<file path="config.mk">
export PLATFORM = sky130hd
export DESIGN_NAME = tone_sequencer_flat
export DESIGN_NICKNAME = d
export VERILOG_FILES = /design/src/rtl/tone_seq_pkg.sv /design/src/rtl/tone_sequencer_if.sv /design/src/rtl/tick_prescaler.sv /design/src/rtl/tone_sequencer.sv /design/src/flat_wrapper.sv
export SDC_FILE = /design/constraint.sdc
export NUM_CORES = 1
export LEC_CHECK = 0
export CORE_ASPECT_RATIO = 0.8
export CORE_MARGIN = 8
export CORE_UTILIZATION = 55
export CTS_CLUSTER_SIZE = 10
export DETAILED_ROUTE_END_ITERATION = 16
export GPL_TIMING_DRIVEN = 0
export PLACE_DENSITY = 0.83
export SLEW_MARGIN = 20
export SYNTH_ARGS = -nofsm -noshare
export SYNTH_HDL_FRONTEND = slang
export SYNTH_SLANG_ARGS = --single-unit
</file>
<file path="constraint.sdc">
create_clock -name sysclk -period 3.5 [get_ports sysclk]
set_input_delay 0.875 -clock sysclk [delete_from_list [all_inputs] [get_ports sysclk]]
set_output_delay 0.875 -clock sysclk [all_outputs]
set_load 0.02 [all_outputs]
</file>
<file path="src/rtl/tone_seq_pkg.sv">
// Shared types and default widths for the tone sequencer and its bus interface.
package tone_seq_pkg;

   localparam int unsigned SeqDepth   = 16;
   localparam int unsigned SeqScaleW  = 6;
   localparam int unsigned SeqDurW    = 16;
   localparam int unsigned SeqTickDiv = 1024;

   typedef enum logic [1:0] {
      StIdle,
      StLoad,
      StPlay
   } seq_state_e;

   typedef struct packed {
      logic [SeqScaleW-1:0] scale;
      logic [SeqDurW-1:0]   dur;
   } entry_t;

endpackage

</file>
<file path="src/rtl/tone_sequencer_if.sv">
// Control, table-write and generator-facing signals of the tone sequencer.
interface tone_sequencer_if import tone_seq_pkg::*; #(
   parameter int unsigned DEPTH   = SeqDepth,
   parameter int unsigned SCALE_W = SeqScaleW,
   parameter int unsigned DUR_W   = SeqDurW
);
   localparam int unsigned AW = $clog2(DEPTH);

   logic               wr_en;
   logic [AW-1:0]      wr_addr;
   logic [SCALE_W-1:0] wr_scale;
   logic [DUR_W-1:0]   wr_dur;
   logic [AW:0]        length;
   logic               loop_en;
   logic               start;
   logic               stop;
   logic [SCALE_W-1:0] scale_out;
   logic               tone_en;
   logic [AW-1:0]      step_idx;
   logic               busy;
   logic               done;

   modport master (
      output wr_en, wr_addr, wr_scale, wr_dur, length, loop_en, start, stop,
      input  scale_out, tone_en, step_idx, busy, done
   );

   modport slave (
      input  wr_en, wr_addr, wr_scale, wr_dur, length, loop_en, start, stop,
      output scale_out, tone_en, step_idx, busy, done
   );

endinterface

</file>
<file path="src/rtl/tick_prescaler.sv">
// Modulo-TICK_DIV counter with synchronous clear; tick marks the wrap cycle.
module tick_prescaler import tone_seq_pkg::*; #(
   parameter int unsigned TICK_DIV = SeqTickDiv
) (
   input  logic sysclk,
   input  logic reset,
   input  logic clr,
   output logic tick
);
   localparam int unsigned CW = $clog2(TICK_DIV);

   logic [CW-1:0] cnt_q, cnt_d;

   assign tick = !clr && (cnt_q == CW'(TICK_DIV - 1));

   always_comb begin
      cnt_d = cnt_q + CW'(1);
      if (clr || tick) begin
         cnt_d = '0;
      end
   end

   always_ff @(posedge sysclk) begin
      if (reset) begin
         cnt_q <= '0;
      end else begin
         cnt_q <= cnt_d;
      end
   end

endmodule

</file>
<file path="src/rtl/tone_sequencer.sv">
// Plays a programmed table of (scale, duration) entries into the square-wave generator,
// one LOAD cycle per entry followed by dur*TICK_DIV PLAY cycles, optionally looping.
module tone_sequencer import tone_seq_pkg::*; #(
   parameter int unsigned DEPTH    = SeqDepth,
   parameter int unsigned SCALE_W  = SeqScaleW,
   parameter int unsigned DUR_W    = SeqDurW,
   parameter int unsigned TICK_DIV = SeqTickDiv
) (
   input logic             sysclk,
   input logic             reset,
   tone_sequencer_if.slave bus
);
   localparam int unsigned AW = $clog2(DEPTH);
   localparam int unsigned LW = AW + 1;

   seq_state_e         state_q, state_d;
   logic [LW-1:0]      len_q, len_d;
   logic [AW-1:0]      idx_q, idx_d;
   logic [SCALE_W-1:0] cur_scale_q, cur_scale_d;
   logic [DUR_W-1:0]   cur_dur_q, cur_dur_d;
   logic [DUR_W-1:0]   tick_cnt_q, tick_cnt_d;
   logic               done_q, done_d;
   logic               tick, entry_end, last_entry;
   entry_t             tbl_q [DEPTH];
   entry_t             rd_entry;

   // Table has no reset; a LOAD colliding with a write sees the pre-write entry.
   always_ff @(posedge sysclk) begin
      if (bus.wr_en) begin
         tbl_q[bus.wr_addr] <= '{scale: bus.wr_scale, dur: bus.wr_dur};
      end
   end

   assign rd_entry = tbl_q[idx_q];

   tick_prescaler #(
      .TICK_DIV(TICK_DIV)
   ) u_prescaler (
      .sysclk(sysclk),
      .reset (reset),
      .clr   (state_q != StPlay),
      .tick  (tick)
   );

   assign entry_end  = tick && (tick_cnt_q == cur_dur_q - DUR_W'(1));
   assign last_entry = (LW'(idx_q) + LW'(1)) >= len_q;

   always_comb begin
      state_d     = state_q;
      len_d       = len_q;
      idx_d       = idx_q;
      cur_scale_d = cur_scale_q;
      cur_dur_d   = cur_dur_q;
      tick_cnt_d  = tick_cnt_q;
      done_d      = 1'b0;

      unique case (state_q)
         StIdle: begin
            // Cleared so the first LOAD of a run holds a silent output.
            cur_scale_d = '0;
            if (bus.start && !bus.stop && (bus.length != '0)) begin
               len_d   = (bus.length > LW'(DEPTH)) ? LW'(DEPTH) : bus.length;
               idx_d   = '0;
               state_d = StLoad;
            end
         end
         StLoad: begin
            cur_scale_d = rd_entry.scale;
            cur_dur_d   = (rd_entry.dur == '0) ? DUR_W'(1) : rd_entry.dur;
            tick_cnt_d  = '0;
            state_d     = StPlay;
         end
         StPlay: begin
            if (tick) begin
               tick_cnt_d = tick_cnt_q + DUR_W'(1);
            end
            if (entry_end) begin
               if (!last_entry) begin
                  idx_d   = idx_q + AW'(1);
                  state_d = StLoad;
               end else if (bus.loop_en) begin
                  idx_d   = '0;
                  state_d = StLoad;
               end else begin
                  state_d = StIdle;
                  done_d  = 1'b1;
               end
            end
         end
         default: state_d = StIdle;
      endcase

      if (bus.stop) begin
         state_d = StIdle;
         done_d  = 1'b0;
      end
   end

   always_ff @(posedge sysclk) begin
      if (reset) begin
         state_q     <= StIdle;
         len_q       <= '0;
         idx_q       <= '0;
         cur_scale_q <= '0;
         cur_dur_q   <= '0;
         tick_cnt_q  <= '0;
         done_q      <= 1'b0;
      end else begin
         state_q     <= state_d;
         len_q       <= len_d;
         idx_q       <= idx_d;
         cur_scale_q <= cur_scale_d;
         cur_dur_q   <= cur_dur_d;
         tick_cnt_q  <= tick_cnt_d;
         done_q      <= done_d;
      end
   end

   // During LOAD cur_scale_q still carries the previous note, so the output never glitches.
   always_comb begin
      bus.scale_out = '0;
      bus.tone_en   = 1'b0;
      bus.step_idx  = '0;
      if (state_q != StIdle) begin
         bus.scale_out = cur_scale_q;
         bus.tone_en   = (cur_scale_q != '0);
         bus.step_idx  = idx_q;
      end
   end

   assign bus.busy = (state_q != StIdle);
   assign bus.done = done_q;

endmodule

</file>
<file path="src/flat_wrapper.sv">
// flat-port wrapper written by rule: the top's interface ports become plain ports
module tone_sequencer_flat import tone_seq_pkg::*;
#(
   parameter int unsigned DEPTH    = SeqDepth,
   parameter int unsigned SCALE_W  = SeqScaleW,
   parameter int unsigned DUR_W    = SeqDurW,
   parameter int unsigned TICK_DIV = SeqTickDiv
)
  (sysclk, reset, bus_wr_en, bus_wr_addr, bus_wr_scale, bus_wr_dur, bus_length, bus_loop_en, bus_start, bus_stop, bus_scale_out, bus_tone_en, bus_step_idx, bus_busy, bus_done);
  tone_sequencer_if #(.DEPTH(DEPTH), .SCALE_W(SCALE_W), .DUR_W(DUR_W)) bus_i ();
  input logic sysclk;
  input logic reset;
  input wire logic [$bits(bus_i.wr_en)-1:0] bus_wr_en;
  input wire logic [$bits(bus_i.wr_addr)-1:0] bus_wr_addr;
  input wire logic [$bits(bus_i.wr_scale)-1:0] bus_wr_scale;
  input wire logic [$bits(bus_i.wr_dur)-1:0] bus_wr_dur;
  input wire logic [$bits(bus_i.length)-1:0] bus_length;
  input wire logic [$bits(bus_i.loop_en)-1:0] bus_loop_en;
  input wire logic [$bits(bus_i.start)-1:0] bus_start;
  input wire logic [$bits(bus_i.stop)-1:0] bus_stop;
  output wire logic [$bits(bus_i.scale_out)-1:0] bus_scale_out;
  output wire logic [$bits(bus_i.tone_en)-1:0] bus_tone_en;
  output wire logic [$bits(bus_i.step_idx)-1:0] bus_step_idx;
  output wire logic [$bits(bus_i.busy)-1:0] bus_busy;
  output wire logic [$bits(bus_i.done)-1:0] bus_done;
  assign bus_i.wr_en = bus_wr_en;
  assign bus_i.wr_addr = bus_wr_addr;
  assign bus_i.wr_scale = bus_wr_scale;
  assign bus_i.wr_dur = bus_wr_dur;
  assign bus_i.length = bus_length;
  assign bus_i.loop_en = bus_loop_en;
  assign bus_i.start = bus_start;
  assign bus_i.stop = bus_stop;
  assign bus_scale_out = bus_i.scale_out;
  assign bus_tone_en = bus_i.tone_en;
  assign bus_step_idx = bus_i.step_idx;
  assign bus_busy = bus_i.busy;
  assign bus_done = bus_i.done;
  tone_sequencer #(.DEPTH(DEPTH), .SCALE_W(SCALE_W), .DUR_W(DUR_W), .TICK_DIV(TICK_DIV)) u_core (.sysclk(sysclk), .reset(reset), .bus(bus_i));
endmodule
</file>
After elaboration in Yosys (flattened, before gate mapping)
Memory sizes are Yosys's and may differ from the RTL's. A register that Yosys moved wholly into a read port is not among the register bits.
Index checks and enable logic that the tools add are counted.
{"block": "word_totals", "regBits": 60, "ram_bits": 352, "input_bits": 37, "output_inout_bits": 13, "mem_count": 1}
{"name": "u_core.tbl_q", "depth": 16, "width": 22, "read_ports": 1, "rd_ports_with_merged_regs": 1, "wr": 1, "line": "tone_sequencer.sv:24", "text": "entry_t tbl_q [DEPTH];"}
{"block": "classes", "n_addsub": 5, "magnitude_cmp": 2, "eq_ne": 9, "n_mux": 23, "bitwise_logic": 3, "n_reduce_logical": 22}
{"op": "16-bit 2-to-1 mux", "n": 2}
{"op": "16-bit one-hot mux with 2 select lines", "n": 1}
{"op": "4-bit 2-to-1 mux", "n": 7}
{"op": "16-bit by 1-bit adder with 16-bit output (second input constant)", "n": 1}
{"op": "16-bit equality test", "n": 1}
{"op": "16-bit logical NOT", "n": 1}
{"op": "16-bit by 1-bit subtractor with 16-bit output (second input constant)", "n": 1}
{"op": "6-bit one-hot mux with 2 select lines", "n": 1}
{"op": "10-bit by 1-bit adder with 10-bit output (second input constant)", "n": 1}
{"op": "10-bit equality test (second input constant)", "n": 1}
{"op": "4-bit one-hot mux with 2 select lines", "n": 1}
{"op": "2-bit nonzero test", "n": 4}
{"op": "2-bit 2-to-1 mux", "n": 3}
{"op": "6-bit 2-to-1 mux", "n": 1}
{"op": "2-bit by 1-bit != test with 1-bit output (second input constant)", "n": 3}
{"op": "2-bit one-hot mux with 3 select lines", "n": 1}
{"op": "2-bit AND reduction", "n": 3}
{"op": "6-bit nonzero test", "n": 1}
{"op": "4-bit by 1-bit adder with 5-bit output (second input constant)", "n": 1}
{"op": "5-bit >= comparator", "n": 1}
{"op": "5-bit greater-than comparator (second input constant)", "n": 1}
{"op": "1-bit 2-to-1 mux", "n": 5}
{"op": "5-bit 2-to-1 mux", "n": 1}
{"op": "5-bit nonzero test", "n": 1}
{"op": "13 further kinds", "n": 20}

Logic depth before layout (Yosys ltp)
Gate-level depths: netlist of the first run.
{"block": "depth", "word_depth": 8, "ltp_mapped": 10, "depth_no_buf": 9}

Hierarchy
From an unflattened synthesis of the first run, not the netlist that was laid out.
{"block": "hier_totals", "hier_cells": 931, "hier_area_um2": 16812.4}
{"module": "tone_sequencer", "n_inst": 1, "cells_per_inst": 881, "area_per_inst_um2": 16363.2, "seq_area_each_um2": 11651.2}
{"module": "tick_prescaler", "n_inst": 1, "cells_per_inst": 50, "area_per_inst_um2": 449.2, "seq_area_each_um2": 200.2}

Least setup slack after synthesis of the first run
OpenSTA, ideal clock, no wires.
{"block": "synth_timing", "path_type": "in2reg", "from": "input port bus_wr_addr[2]", "to": "memory u_core.tbl_q[0][0] (netlist bit), enable pin", "setup_ns": 0.429, "t_arrival_ns": 2.923, "required_ns": 3.071, "path_slack_ns": 0.148, "cell_stages": 2, "path_cell_list": "or3b_2 -> nor3_1"}
{"item": "from (decl)", "line": "flat_wrapper.sv:14", "text": "input wire logic [$bits(bus_i.wr_addr)-1:0] bus_wr_addr;"}
{"item": "to (decl)", "line": "tone_sequencer.sv:24"}
Straight into the memory's write port.

==> qor.txt, run 1 <==
Initial Utilization - 0.552
Starting DRT DRC Count - 1011
endpoints failing hold - 0
clock slew at reported path FFs - 0.05 ns
die area - 36000 µm²
cts hold-fix bufs - 0
FFs w/ async S/R, synth - 0
DP HPWL - 25000 µm
Final Cell Area - 19400 µm²
peak supply drop - 0.430 mV
Post-Syn Area - 16600 µm²
most frequent cells after synthesis - 352 x edfxtp_1, 94 x mux4_2, 70 x nand2_1, 64 x dfxtp_1, 56 x nor2_1
Final Util - 0.647
Placed Instance Area - 18100 µm²
fmax - 300 MHz
placed cells - 1445
pin count of the biggest net entering global routing - 19
RSZ-0062 raised after global routing - false
area occupied by multi-input gates - 4590 µm²
post-route insts no fill - 1508
Core ar. - 30000 µm²
vias per inst - 6.33
post-route antenna net violation count - 0
Sink Count - 416
number of synthesized flops with an enable pin - 352
Die X-Extent - 210 µm
fin worst setup slack - 0.166 ns
CTS buffer count - 47
I/O pins - 50
Final Cycle Share - 0.953
Critical Path RT - 3.92 ns
RD Place Congestion - 0.847
Post-Synthesis Cells - 959
final WL - 39800 µm
GRT overflow - 0
Synthesis Warnings - 0
vias in the first global route - 9679
CTS max path bufs - 3
via count - 9546
top-count cell post-synth - edfxtp_1
Setup crit start kind - register
synth unique cells - 50
Seq cells post-synth - 416
status - finished, final reports clean
Row Count - 57
share of layout cells above drive strength 1 - 0.186
Arr. time, crit path - 3.76 ns
Worst-Margin Slew - 1.06 ns
Syn Area/Cell - 17.3 µm²
DR pass1 iterations - 6
Slew HR - 0.290
Final Setup Violations - 0
HP Class - reg2reg
Max Cap Viol - 0
# fillers - 1944
Final Slew Violations - 0
Worst Path Class, Setup - reg2reg
leakage - 6.10 nW
DIE HEIGHT - 171 µm
endpoint type of the worst setup path - register
Tot GR Track Use - 0.224
minimum clock period - 3.33 ns
wire per inst - 26.4 µm
worst-path fanout max - 10
H-Tree Depth - 2
worst-skew pair later-pin latency - 0.57 ns
Seq/Total Area, Yosys - 0.715
FF/Latch Area - 11900 µm²
post-synth net total - 1005
Area contributors post-synth - edfxtp_1 64%, mux4_2 13%, dfxtp_1 7.7%
CTS tree - yes
Final Net Count - 1127
DRC Markers - 0
setup slack at placement - 0.259 ns
predominant post-synthesis flop cell - edfxtp_1
PortBufs - 49
Yosys top cell area share - 0.638
hold slack final - 0.461 ns
clk_skew - 0.0211 ns
initial antenna violation count - 1
CTS Root Cell - clkbuf_16
Synth area leader - edfxtp_1
Area Growth Syn to Fin - 17.3%
global-route wire length before repair - 59800 µm
Cell Pwr Density - 523 nW/µm²
-- repair_timing --
item                       4_1_cts  5_1_grt
gates resized for setup          0        4
buffers inserted                 0        0
setup endpoints to repair        0        2
-- cell families after synthesis --
group / synth area share
adder cells (fa/ha/maj): 0.00680
AO/OA/AOI/OAI: 0.0422
flip-flops: 0.715
multiplexers: 0.129
buffers and inverters: 0.0143
AND/OR/NAND/NOR: 0.0715
XOR/XNOR: 0.0206
-- state kept, by name, summed over array words and instances (netlist names), named ones only --
signal and count:
u_core.cur_scale_q 6, u_core.idx_q 4, u_core.len_q 5, u_core.tbl_q 352, u_core.cur_dur_q 16, u_core.state_q 2, u_core.u_prescaler.cnt_q 10, u_core.tick_cnt_q 16
u_core.bus.done 1
-- metrics by stage --
step | power (mW) | TNS (ns)
final | 10.2 | 0
after CTS | 10.2 | 0
after global routing | 10.4 | 0
after detailed placement | 5.90 | 0
after global placement | 5.86 | -296.28
after floorplan | 5.72 | 0
-- layout by cell type, fill, tap and decap left out, types with 6 or more instances in the layout --
cell type        instances
edfxtp_1               352
mux4_2                  94
nand2_1                 70
dfxtp_1                 64
clkdlybuf4s50_1         49
clkbuf_16               48
clkbuf_1                46
nor2_1                  44
a22oi_1                 38
a21oi_1                 27
xnor2_1                 26
nand3_1                 18
nand4_1                 13
xor2_1                  13
nor3_1                  13
and3_1                  12
inv_1                   12
nor2b_1                 12
nor2_4                  12
buf_16                  10
ha_1                     9
nor4_1                   8
nand2b_1                 8
o21ai_0                  7
buf_4                    7
a32o_1                   6
buf_6                    6
-- worst max-delay path, stage by stage (launching register included) --
cell      delay [ns]
dfxtp_1         0.31
clkbuf_1        0.71
and2_1          0.26
clkbuf_1        0.40
clkbuf_1        0.67
a22oi_1         0.23
nand2_1         0.27
nor4_1          0.11
nand4_1         0.10
a41oi_1         0.11
-- per-layer routing --
layer,up-vias,GRT usage,routed length [µm],share of wire
met5,-,0,0,0
met4,0,0.0811,1200,0.030
met3,94,0.0419,3660,0.092
met2,592,0.366,19400,0.49
met1,4805,0.303,15500,0.39
li1,4055,-,-,-
-- final timing paths --
check | from | depth (start not counted) | endpoint | slack, ns
setup / recovery | register | 9 | u_core.cur_dur_q[0] | 0.17
setup reg to reg | register | 9 | u_core.cur_dur_q[0] | 0.17
hold reg to reg | u_core.len_q[4] | 2 | u_core.len_q[4] | 0.46
hold / removal | u_core.len_q[4] | 2 | u_core.len_q[4] | 0.46
-- where the power goes --
part	internal, mW	switching, mW	leakage [nW]	total (mW)
combinational	0.120	0.192	1.76	0.312
sequential	5.47	0.0323	3.70	5.50
clock	2.51	1.85	0.639	4.36
-- cell type report --
cell class,count,share of cell area
flip-flops and latches,416,0.610
multi-input cells,483,0.236
clock buffers,60,0.0651
repair buffers,73,0.0471
well taps,413,0.0266
plain buffers,48,0.0102
clock inverters,2,0.00257
inverters,12,0.00232
diodes,1,0.000129
Note: power is estimated with default switching activity, not from simulation.
==> run 2, diff against run 1 <==
--- a/config.mk
+++ b/config.mk
@@ -10,8 +10,8 @@
 export CORE_UTILIZATION = 55
 export CTS_CLUSTER_SIZE = 10
 export DETAILED_ROUTE_END_ITERATION = 16
-export GPL_TIMING_DRIVEN = 0
 export PLACE_DENSITY = 0.83
+export SETUP_SLACK_MARGIN = 0.02
 export SLEW_MARGIN = 20
 export SYNTH_ARGS = -nofsm -noshare
 export SYNTH_HDL_FRONTEND = slang
==> run 2 against run 1 <==
Net effect:
- clock-buffer cell count grew 4
- final cell count decreased by 2.1%
- critical path type is now reg2out
- largest cell class unchanged
- core utilization decreased by 1.2 points
- sequential power is essentially flat
- highest routed layer is now met5
- clock power barely moved
- power down 0.53%
- first-iteration DRC count up 3.0%
- sequential cell count is the same
==> qor.txt, run 2 (synthesis gave the netlist of run 1 again) <==
status - finished, final reports clean
hold slack final - 0.457 ns (-0.00352 ns)
share of layout cells above drive strength 1 - 0.196 (+0.00920)
most frequent cells in the layout - 352 x edfxtp_1, 94 x mux4_2, 70 x nand2_1, 62 x dfxtp_1, 49 x clkdlybuf4s50_1
Row Count - 57 (unchanged)
cts repair resizes - 0 (unchanged)
Critical Path RT - 2.62 ns (-1.30 ns)
RD Place Congestion - 0.822 (-3.0%)
Setup crit start kind - register
WL met3 - 3220 µm (-12%)
setup TNS - 0 ns (unchanged)
combinational group share of total power - 0.029 (-0.002)
Max Used Layer - met5
fmax - 322 MHz (+7.4%)
vias per inst - 6.24 (-1.4%)
I/O pins - 50 (unchanged)
PortBufs - 49 (unchanged)
Tot GR Track Use - 0.213 (-0.0114)
cts hold-fix bufs - 0 (unchanged)
via count - 9214 (-3.5%)
Starting DRT DRC Count - 1041 (+3.0%)
DR pass1 iterations - 5 (-1)
length of routed met2 wiring - 18800 µm (-2.8%)
minimum clock period - 3.11 ns (-0.228 ns)
vias in the first global route - 9408 (-2.8%)
initial antenna violation count - 3 (+2)
endpoint type of the worst setup path - output pin
Max Cap Viol - 0 (unchanged)
final WL - 38000 µm (-4.4%)
worst-path fanout max - 12 (+2)
clk_skew - 0.0249 ns (+0.00379 ns)
post-route insts no fill - 1476 (-2.1%)
die area - 36000 µm² (unchanged)
cell-internal power - 8.08 mW (-0.17%)
Slew HR - 0.564 (+0.273)
DP HPWL - 21600 µm (-14%)
Arr. time, crit path - 2.23 ns (-1.53 ns)
worst-skew pair later-pin latency - 0.57 ns (about the same)
Final Power - 10.1 mW (-0.53%)
global-route wire length before repair - 56800 µm (-5.0%)
Final Setup Violations - 0 (unchanged)
Initial Utilization - 0.552 (unchanged)
fin worst setup slack - 0.395 ns (+0.228 ns)
GRT overflow - 0 (unchanged)
setup slack at placement - 0.624 ns (+0.365 ns)
H-Tree Depth - 2 (unchanged)
CTS tree - yes
Clock power frac - 0.428 (about the same)
DIE HEIGHT - 171 µm (unchanged)
sw power - 2.04 mW (-1.9%)
CTS buffer count - 47 (unchanged)
wire per inst - 25.7 µm (-2.4%)
CTS max path bufs - 3 (unchanged)
largest register by flop count - u_core.tbl_q
Worst Path Class, Setup - reg2out
top flop regs - u_core.tbl_q (352), u_core.cur_dur_q (16), u_core.tick_cnt_q (16)
Die X-Extent - 210 µm (unchanged)
Sequential Power Share - 0.543 (+0.003)
commonest non-fill, non-tap cell in the layout - edfxtp_1
Met1 Wirelength - 15100 µm (-3.0%)
switching share of power - 0.201 (-0.00286)
CTS Root Cell - clkbuf_16
pin count of the biggest net entering global routing - 31 (+12)
leakage - 6.01 nW (-1.5%)
# fillers - 2015 (+3.7%)
Cell Pwr Density - 530 nW/µm² (+1.3%)
Worst-Margin Slew - 0.649 ns (-0.415 ns)
Final Net Count - 1092 (-3.1%)
Post-CTS Setup Repair Bufs - 0 (unchanged)
clock slew at reported path FFs - 0.05 ns (about the same)
Antenna diodes - 0 (-1)
peak supply drop - 0.528 mV (+23%)
Final Cycle Share - 0.887 (-0.0653)
endpoints failing hold - 0 (unchanged)
post-route antenna net violation count - 0 (unchanged)
HP Class - reg2reg
RSZ-0062 raised after global routing - false
Sink Count - 416 (unchanged)
Core ar. - 30000 µm² (unchanged)
DRC Markers - 0 (unchanged)
max FFs per register - 352 (unchanged)
Area Growth Syn to Fin - 15.2%
Final Slew Violations - 0 (unchanged)
placed cells - 1410 (-2.4%)
run 2: cell count changes in the layout (fill, tap and decap cells not counted), moves of 2 or more:
| cell | before | now |
|---|---|---|
| clkbuf_1 | 46 | 15 |
| buf_4 | 7 | 33 |
| nor2_2 | 0 | 12 |
| nor2_4 | 12 | 0 |
| buf_1 | 3 | 0 |
| buf_16 | 10 | 0 |
| dfxtp_1 | 64 | 62 |
| buf_6 | 6 | 0 |
| clkbuf_2 | 4 | 0 |
| buf_12 | 2 | 4 |
| dfxtp_4 | 0 | 2 |
| buf_2 | 4 | 0 |
run 2: through the flow:
step,instance area (µm²),utilization
final,19100,0.636
after global routing,19100,0.636
after CTS,19100,0.636
after detailed placement,17800,0.592
after global placement,17800,0.592
after floorplan,16600,-
run 2: cell type report:
| cell class | instances | area [µm²] | area share |
|---|---|---|---|
| flip-flops and latches | 416 | 11900 | 0.621 |
| clock buffers | 64 | 1270 | 0.0666 |
| inverters | 12 | 45.0 | 0.00236 |
| well taps | 413 | 517 | 0.0271 |
| clock inverters | 2 | 50.0 | 0.00262 |
| multi-input cells | 483 | 4530 | 0.237 |
| repair buffers | 86 | 818 | 0.0429 |
run 2: critical path, stage by stage, from the launching register on:
cell             delay (ns)
dfxtp_1                0.43
nor2_1                 0.55
inv_1                  0.13
clkdlybuf4s50_1        0.57
run 2: worst paths after layout:
kind	startpoint	endpoint	slack, ns	cells past startpoint
setup / recovery	u_core.state_q[1]	bus_busy	0.39	3
hold / removal	u_core.len_q[1]	u_core.len_q[1]	0.46	2
setup reg to reg	u_core.u_prescaler.cnt_q[0]	u_core.idx_q[1]	0.72	8
hold reg to reg	u_core.len_q[1]	u_core.len_q[1]	0.46	2
run 2: power by group through the flow:
stage	Clock [mW]	Sequential [mW]	Combinational, mW
after detailed placement	0	5.60	0.283
final	4.33	5.50	0.289
after floorplan	0	5.59	0.133
after global placement	0	5.59	0.272
after global routing	4.58	5.50	0.312
after CTS	4.39	5.50	0.287
run 2: routing by layer:
metal	GRT usage	up-vias
met5	0	-
met4	0.0667	6
met3	0.0450	73
met2	0.357	466
met1	0.279	4698
li1	-	3971
==> run 3, diff against run 2 <==
--- a/config.mk
+++ b/config.mk
@@ -5,12 +5,14 @@
 export SDC_FILE = /design/constraint.sdc
 export NUM_CORES = 1
 export LEC_CHECK = 0
+export CELL_PAD_IN_SITES_DETAIL_PLACEMENT = 0
+export CELL_PAD_IN_SITES_GLOBAL_PLACEMENT = 1
 export CORE_ASPECT_RATIO = 0.8
-export CORE_MARGIN = 8
-export CORE_UTILIZATION = 55
+export CORE_MARGIN = 10
+export CORE_UTILIZATION = 48
 export CTS_CLUSTER_SIZE = 10
 export DETAILED_ROUTE_END_ITERATION = 16
-export PLACE_DENSITY = 0.83
+export PLACE_DENSITY = 0.84
 export SETUP_SLACK_MARGIN = 0.02
 export SLEW_MARGIN = 20
 export SYNTH_ARGS = -nofsm -noshare
==> run 3 against run 2 <==
Net effect:
- via count decreased by 2.2%
- worst hold slack improved by 0.00054 ns
- sequential power about the same
- sequential cell count unchanged
- clock skew decreased by 0.0017 ns
- clock power decreased by 1%
- first-iteration DRC count decreased by 26%
- critical path depth increased by 1
- highest routed layer unchanged
==> qor.txt, run 3 (synthesis gave the netlist of run 1 again) <==
status - finished, final reports clean
sw power - 2.01 mW (-1.4%)
CP Cell Sequence - nor2_1 -> buf_4 -> nor2b_1 -> clkdlybuf4s50_1
Final Cycle Share - 0.929 (+0.0417)
top flop regs - u_core.tbl_q (352), u_core.cur_dur_q (16), u_core.tick_cnt_q (16)
initial antenna violation count - 1 (-2)
delay-heaviest family, CP - buffers and inverters
commonest non-fill, non-tap cell in the layout - edfxtp_1
minimum clock period - 3.25 ns (+0.146 ns)
largest stage delay on the critical path - 0.64 ns (+0.07 ns)
Row Count - 60 (+5.3%)
hold slack final - 0.458 ns (+0.000540 ns)
Max Cap Viol - 0 (unchanged)
Worst-Margin Slew - 0.659 ns (+0.00948 ns)
Placed Instance Area - 17900 µm² (+0.56%)
vias per inst - 5.86 (-6.1%)
Final Net Count - 1100 (+0.73%)
RSZ-0062 raised after global routing - false
WP buf/inv - 2 (unchanged)
area occupied by multi-input gates - 4530 µm² (unchanged)
switching share of power - 0.199 (-0.00188)
Critical Path RT - 2.62 ns (about the same)
share of layout cells above drive strength 1 - 0.201 (+0.00582)
Arr. time, crit path - 2.38 ns (+0.15 ns)
cell-internal power - 8.06 mW (-0.26%)
via count - 9007 (-2.2%)
cts repair resizes - 0 (unchanged)
cts hold-fix bufs - 0 (unchanged)
I/O pins - 50 (unchanged)
Sequential Power Share - 0.546 (+0.003)
Starting DRT DRC Count - 773 (-26%)
vias in the first global route - 9419 (+0.12%)
most frequent cells in the layout - 352 x edfxtp_1, 94 x mux4_2, 70 x nand2_1, 62 x dfxtp_1, 49 x clkdlybuf4s50_1
clock slew at reported path FFs - 0.05 ns (about the same)
Final Setup Violations - 0 (unchanged)
fmax - 308 MHz (-4.5%)
CTS tree - yes
combinational group share of total power - 0.029 (about the same)
CTS Root Cell - clkbuf_16
CTS buffer count - 47 (unchanged)
H-Tree Depth - 2 (unchanged)
endpoints failing hold - 0 (unchanged)
Post-CTS Setup Repair Bufs - 0 (unchanged)
CTS max path bufs - 3 (unchanged)
Slew HR - 0.557 (-0.00638)
hold path depth - 2 (unchanged)
Final Util - 0.566 (-0.0693)
DP HPWL - 22500 µm (+4.3%)
Setup crit start kind - register
FF/Latch Area - 11900 µm² (unchanged)
Clock power frac - 0.425 (-0.003)
peak supply drop - 0.410 mV (-22%)
final WL - 35900 µm (-5.4%)
die area - 42400 µm² (+18%)
Levels on crit path - 4 (+1)
DR pass1 iterations - 5 (unchanged)
Tot GR Track Use - 0.175 (-0.0379)
Sink Count - 416 (unchanged)
# fillers - 2579 (+28%)
Cell Pwr Density - 525 nW/µm² (-0.97%)
clk_skew - 0.0232 ns (-0.00169 ns)
RD Place Congestion - 0.838 (+2.0%)
worst-path fanout max - 11 (-1)
max FFs per register - 352 (unchanged)
Die X-Extent - 228 µm (+8.4%)
R2R cell count - 8 (unchanged)
post-route antenna net violation count - 0 (unchanged)
pin count of the biggest net entering global routing - 36 (+16%)
global-route wire length before repair - 56300 µm (-0.95%)
reg2reg setup slack - 0.70 ns (-0.02 ns)
Core ar. - 33900 µm² (+13%)
Final Cell Area - 19200 µm² (+0.48%)
setup TNS - 0 ns (unchanged)
endpoint type of the worst setup path - output pin
Initial Utilization - 0.489 (-0.0624)
Final Slew Violations - 0 (unchanged)
Worst Path Class, Setup - reg2out
GRT overflow - 0 (unchanged)
PortBufs - 49 (unchanged)
DIE HEIGHT - 186 µm (+8.7%)
largest register by flop count - u_core.tbl_q
Antenna diodes - 0 (unchanged)
DRC Markers - 0 (unchanged)
slowest CP cell - clkdlybuf4s50_1
HP Class - reg2reg
leakage - 6.04 nW (+0.53%)
Area Growth Syn to Fin - 15.8%
wire per inst - 23.4 µm (-9.2%)
worst-skew pair later-pin latency - 0.56 ns (about the same)
==> run 3: changes by cell type in the layout (fill, tap and decap cells not counted) <==
cell | previous run | this run
buf_4 | 33 | 43
buf_12 | 4 | 2
clkbuf_1 | 15 | 16
clkbuf_8 | 1 | 0
clkinv_2 | 0 | 1
clkinv_8 | 0 | 1
inv_16 | 1 | 0
==> run 3: tightest hold or removal path, cell delays in order, from the launching register on <==
cell     delay (ns)
dfxtp_1        0.31
nand2_1        0.05
a21oi_1        0.05
==> run 3: area by class of cell <==
class,count,share of cell area
Timing Repair Buffer,94,0.0445
Clock inverter,3,0.00267
Clock buffer,64,0.0658
Tap cell,465,0.0303
Sequential cell,416,0.618
Inverter,12,0.00235
Multi-Input combinational cell,483,0.236
==> run 3: stage by stage <==
stage          power, mW  setup WS, ns  cells
6_report            10.1         0.249   1537
5_1_grt             10.4        0.0573   1537
4_1_cts             10.1         0.185   1537
3_5_place_dp        5.89         0.624   1470
3_3_place_gp        5.87         0.608   1470
2_1_floorplan       5.72         0.148    959
==> run 3: final timing paths <==
kind	startpoint	end
worst max-delay path	u_core.state_q[1]	bus_scale_out[0]
worst min-delay path	u_core.len_q[4]	u_core.len_q[4]
worst max register to register	u_core.u_prescaler.cnt_q[0]	register
worst min register to register	u_core.len_q[4]	u_core.len_q[4]
==> run 3: power by group through the flow <==
stage	Clock, mW	Combinational (mW)	Sequential, mW
global placement	0	0.282	5.59
detailed placement	0	0.293	5.59
floorplan	0	0.133	5.59
finish	4.28	0.294	5.50
global route	4.57	0.322	5.50
CTS	4.36	0.295	5.49
==> run 3: routing by layer <==
metal  vias up  share of wire  track usage  wire length, µm
met5         -        0.00036            0               13
met4         2          0.019       0.0474              680
met3        55          0.080       0.0391             2860
met2       339           0.46        0.274            16600
met1      4627           0.44        0.244            15800
li1       3984              -            -                -
